--- src/rtl/img_tile_loader.sv ---
// Raster pixel stream to full-tile parallel output, via a two-bank ping-pong buffer.
// One bank fills while the other is held for the consumer.
module img_tile_loader #(
    parameter int DATA_WIDTH = 8,
    parameter int TILE       = 5
) (
    input  logic                                       clk,
    input  logic                                       nrst,
    input  logic [DATA_WIDTH-1:0]                      pix_in,
    input  logic                                       pix_valid,
    input  logic                                       pix_last,
    output logic                                       pix_ready,
    output logic [TILE-1:0][TILE-1:0][DATA_WIDTH-1:0]  tile_out,
    output logic                                       tile_valid,
    input  logic                                       tile_ready,
    output logic                                       err_frame,
    output logic [15:0]                                tile_count
);

    localparam int IW = (TILE > 1) ? $clog2(TILE) : 1;
    localparam logic [IW-1:0] LAST_IDX = IW'(TILE - 1);

    typedef logic [TILE-1:0][TILE-1:0][DATA_WIDTH-1:0] tile_t;
    localparam tile_t ZERO_TILE = {(TILE*TILE*DATA_WIDTH){1'b0}};

    tile_t          bank_r [2];
    logic [1:0]     full_r;
    logic           wr_sel_r;
    logic           rd_sel_r;
    logic [IW-1:0]  row_r;
    logic [IW-1:0]  col_r;
    logic           err_r;
    logic [15:0]    count_r;

    logic [1:0]     full_nxt_s;
    logic           wr_sel_nxt_s;
    logic           rd_sel_nxt_s;
    logic [IW-1:0]  row_nxt_s;
    logic [IW-1:0]  col_nxt_s;
    logic           err_nxt_s;
    logic [15:0]    count_nxt_s;

    logic           accept_s;
    logic           handoff_s;
    logic           last_pos_s;

    assign accept_s   = pix_valid && !full_r[wr_sel_r];
    assign handoff_s  = full_r[rd_sel_r] && tile_ready;
    assign last_pos_s = (row_r == LAST_IDX) && (col_r == LAST_IDX);

    // Next-state: fill pointer/framing on accept, bank release on handoff (never the same bank).
    always_comb begin
        full_nxt_s   = full_r;
        wr_sel_nxt_s = wr_sel_r;
        rd_sel_nxt_s = rd_sel_r;
        row_nxt_s    = row_r;
        col_nxt_s    = col_r;
        err_nxt_s    = 1'b0;
        count_nxt_s  = count_r;

        if (accept_s) begin
            if (last_pos_s) begin
                full_nxt_s[wr_sel_r] = 1'b1;
                wr_sel_nxt_s         = ~wr_sel_r;
                row_nxt_s            = {IW{1'b0}};
                col_nxt_s            = {IW{1'b0}};
                err_nxt_s            = ~pix_last;
            end else if (pix_last) begin
                // Early last: the partial tile is abandoned and the bank is reused.
                row_nxt_s = {IW{1'b0}};
                col_nxt_s = {IW{1'b0}};
                err_nxt_s = 1'b1;
            end else if (col_r == LAST_IDX) begin
                col_nxt_s = {IW{1'b0}};
                row_nxt_s = row_r + IW'(1);
            end else begin
                col_nxt_s = col_r + IW'(1);
            end
        end else begin
            err_nxt_s = 1'b0;
        end

        if (handoff_s) begin
            full_nxt_s[rd_sel_r] = 1'b0;
            rd_sel_nxt_s         = ~rd_sel_r;
            count_nxt_s          = count_r + 16'd1;
        end else begin
            rd_sel_nxt_s = rd_sel_r;
        end
    end

    // Control state registers with synchronous reset.
    always_ff @(posedge clk) begin
        if (nrst) begin
            full_r   <= 2'b00;
            wr_sel_r <= 1'b0;
            rd_sel_r <= 1'b0;
            row_r    <= {IW{1'b0}};
            col_r    <= {IW{1'b0}};
            err_r    <= 1'b0;
            count_r  <= 16'd0;
        end else begin
            full_r   <= full_nxt_s;
            wr_sel_r <= wr_sel_nxt_s;
            rd_sel_r <= rd_sel_nxt_s;
            row_r    <= row_nxt_s;
            col_r    <= col_nxt_s;
            err_r    <= err_nxt_s;
            count_r  <= count_nxt_s;
        end
    end

    // Pixel storage; contents are deliberately left unreset.
    always_ff @(posedge clk) begin
        if (!nrst && accept_s) begin
            bank_r[wr_sel_r][row_r][col_r] <= pix_in;
        end
    end

    assign pix_ready  = !nrst && !full_r[wr_sel_r];
    assign tile_valid = !nrst && full_r[rd_sel_r];
    assign tile_out   = tile_valid ? bank_r[rd_sel_r] : ZERO_TILE;
    assign err_frame  = !nrst && err_r;
    assign tile_count = nrst ? 16'd0 : count_r;

endmodule

--- config.mk ---
export PLATFORM = sky130hd
export DESIGN_NAME = img_tile_loader
export DESIGN_NICKNAME = d
export VERILOG_FILES = /design/src/rtl/img_tile_loader.sv
export SDC_FILE = /design/constraint.sdc
export NUM_CORES = 1
export LEC_CHECK = 0
export ABC_CLOCK_PERIOD_IN_PS = 4400
export CAP_MARGIN = 20
export CORE_ASPECT_RATIO = 1.1
export CORE_MARGIN = 10
export CORE_UTILIZATION = 50
export CTS_BUF_LIST = sky130_fd_sc_hd__clkbuf_16
export DETAILED_ROUTE_END_ITERATION = 16
export PLACE_DENSITY = 0.74
export REMOVE_ABC_BUFFERS = 1
export SLEW_MARGIN = 40
export SYNTH_ARGS = -nofsm -noshare
export SYNTH_HDL_FRONTEND = slang
export SYNTH_SLANG_ARGS = --single-unit
--- constraint.sdc ---
create_clock -name clk -period 4.4 [get_ports clk]
set_input_delay 0.66 -clock clk [delete_from_list [all_inputs] [get_ports clk]]
set_output_delay 0.66 -clock clk [all_outputs]
set_load 0.05 [all_outputs]
==> summary.md <==
| Metric | Value |
|---|---|
| Worst clock skew | between 0.02 and 0.025 ns |
| Initial antenna violation count | 0 |
| Initial DRT Pass Iterations | 6 |
| P per Cell Area | a little under 400 nW/um^2 |
| Crit path required time | 3.74 ns |
| Vias post-DR | 9,434 |
| CTS tree | built |
| GRT Overall Usage | approximately 17% |
| # port buffers | roughly 230 |
| Actual slew at the worst max-slew pin | around 0.84 ns |
| Final Cycle Share | between 70% and 80% |
| Filler cells | ~2,400 |
| GR Layer Usage met1 | 22.6% |
| WS Path Type | input pin to output port |
| First-pass GRT wire length | approximately 56 mm |
| Fmax | just under 0.3 GHz |
| Hpwl dp | 22.9 mm |
| DRT antenna net count | 0 |
| Via-per-instance ratio | 5.30 |
| Initial Utilization | about half |
| Final hold slack | about 0.53 ns |
| Pre-CTS setup slack | just under 1 ns |
| CTS Root Cell | clkbuf_16 |
| Leak | about 6.7 nW |
| Maxcap violations | 0 |
| DR WL/cell | 21.0 microns |
| Pins over their slew limit | 0 |
| # hold bufs at CTS | 0 |
| Max clock buf depth | 3 |
| Row count | 70 |
| CTS sink count | roughly 430 |
| Ys Warns | 0 |
| Final net count | between 1,000 and 1,500 |
| Share of cells above drive strength 1 | around a fifth |
| Ant. Diodes | 0 |
| RSZ-0062 raised after global routing | no |
| Synthesis-stage register bit count | around 430 |
| Worst setup margin | between 1 and 1.5 ns |
| Most common cell after layout, fill and taps aside | edfxtp_1 |
| Met2 Use GR | around 29% |
| Clock slew at reported path FFs | ~0.060 ns |
| Synth Instances | approximately 1,100 |
| Setup bufs post-CTS | 0 |
| Status | finished clean |
| CTS Buf Count | roughly 40 |
| Area Overhead vs Synth | 21.2% |
| Arrival time worst endpoint | around 2.7 ns |
| Synth Area per Inst | roughly 15 sq um |
| Clock latency on the worst-skew pair | 0.54 ns |
| Fin crit period | about 3.4 ns |
| PostCTS Resize Cnt | 0 |
| Routability cong. | around 0.8 |
| CP startpoint kind | input pin |
| Register area share after synthesis | between 70% and 80% |
| Grt total ovfl | 0 |
| Synth unique cells | 32 |
| Hold crit path type | register to register |
| Gr busiest metal | met2 |
| Final wirelength | around 37 mm |
| DRT iter0 DRCs | a little under 700 |
| Crit path capture type | output port |
| Die Y | 212 microns |
| Critical Path Fanout Max | 22 |
| IO Pins | between 200 and 250 |
| DRC viols | 0 |
| Final Hold Viols | 0 |
| Largest net degree at the start of global routing | 116 |
| Core area | 33,100 sq um |
| Vias in the first global route | 9,411 |
| Cell area after synthesis | roughly 17,000 sq um |
| Die area | 41,200 sq um |
| H-tree depth | 2 |
| Max VDD drop | approximately 220 uV |
| Slew HR | around 44% |
| Commonest cells after routing, fill and taps aside | edfxtp_1 (400), nor2_1 (278), mux2i_1 (204) |
| Setup Viol. Count Final | 0 |
| GRT met3 Usage | between 4 and 5% |
| Chip Width | between 150 and 200 microns |
==> cell type report <==
cell class | count | area [sq um] | area share [%]
tap | 432 | 541 | 2.66
timing repair buffer | 237 | 1910 | 9.40
multi-input combinational | 601 | 3900 | 19.2
inverter | 10 | 37.5 | 0.185
clock buffer | 41 | 1030 | 5.06
clock inverter | 31 | 294 | 1.45
sequential | 428 | 12600 | 62.0
==> path summary, 6_finish.rpt <==
kind | startpoint | end | slack [ns] | cells after the start
setup / recovery | nrst | tile_count[2] | 1.01 | 4
hold / removal | count_r[9]$_SDFFE_PP0P_ | count_r[9]$_SDFFE_PP0P_ | 0.53 | 2
setup reg to reg | wr_sel_r$_SDFFE_PP0P_ | bank_r[0][51]$_DFFE_PP_ | 1.63 | 4
hold reg to reg | count_r[9]$_SDFFE_PP0P_ | count_r[9]$_SDFFE_PP0P_ | 0.53 | 2
==> flip-flops by register name (all words and copies together) (netlist names), named ones only <==
signal	count
row_r	3
wr_sel_r	1
err_r	1
full_r	2
col_r	3
count_r	16
bank_r	400
rd_sel_r	1
==> critical path: stages <==
cell and delay, ns:
clkdlybuf4s50_1 0.70, buf_4 0.36, nor2b_1 0.16, clkdlybuf4s50_1 0.84
==> kinds of logic (layout without fill, tap and decap cells) <==
family / after synthesis / after routing / share of synthesized area [%]
AOI/OAI and AO/OA: 16 / 16 / 0.523
adders and majority gates: 6 / 6 / 0.449
xor gates and xnor gates: 9 / 9 / 0.471
DFF: 428 / 428 / 75.1
and+or+nand+nor: 359 / 359 / 9.16
muxes: 211 / 211 / 12.7
buffers and inverters: 62 / 319 / 1.57
==> cells in the mapped netlist, drive strengths merged <==
cell type / instances / share of area (%)
nor2b: 15 / 0.56
and3: 4 / 0.15
mux2: 7 / 0.47
mux2i: 204 / 12
ha: 6 / 0.45
clkbuf: 11 / 0.25
nand2: 16 / 0.37
edfxtp: 400 / 72
nor4: 1 / 0.037
a21oi: 9 / 0.27
nor2: 278 / 6.2
nor3b: 3 / 0.13
nor4b: 1 / 0.14
nand3: 15 / 0.54
nor3: 12 / 0.36
dfxtp: 28 / 3.4
xnor2: 3 / 0.16
buf: 41 / 1.1
a31oi: 2 / 0.075
nand4: 8 / 0.37
o31ai: 1 / 0.045
xor2: 6 / 0.31
or3: 2 / 0.075
a21boi: 1 / 0.045
o21ai: 3 / 0.090
inv: 10 / 0.22
and4: 2 / 0.10
nand2b: 2 / 0.075
==> routing by layer <==
layer | wire length, microns | vias to the layer above
met1 | 15700 | 4680
li1 | - | 4426
met2 | 18500 | 287
met5 | 0 | -
met3 | 2540 | 41
met4 | 580 | 0
==> report_power, final <==
| group | internal, mW | switching, mW | leakage (nW) | total [mW] |
|---|---|---|---|---|
| registers | 4.45 | 0.00400 | 3.82 | 4.46 |
| clock network | 1.99 | 1.44 | 0.665 | 3.43 |
| logic | 0.0198 | 0.103 | 2.26 | 0.123 |
| total | 6.47 | 1.54 | 6.74 | 8.01 |
==> metrics by stage <==
stage / util (%) / setup TNS, ns / instances / total power, mW / area, sq um
after floorplan: - / -817.58 / 1039 / 4.57 / 16500
after global placement: 57.2 / 0 / 1708 / 4.66 / 18900
after detailed placement: 57.3 / 0 / 1708 / 4.67 / 19000
after CTS: 61.3 / 0 / 1780 / 8.06 / 20300
after global routing: 61.3 / 0 / 1780 / 8.24 / 20300
final: 61.3 / 0 / 1780 / 8.01 / 20300
Note: power is estimated with default switching activity, not from simulation.
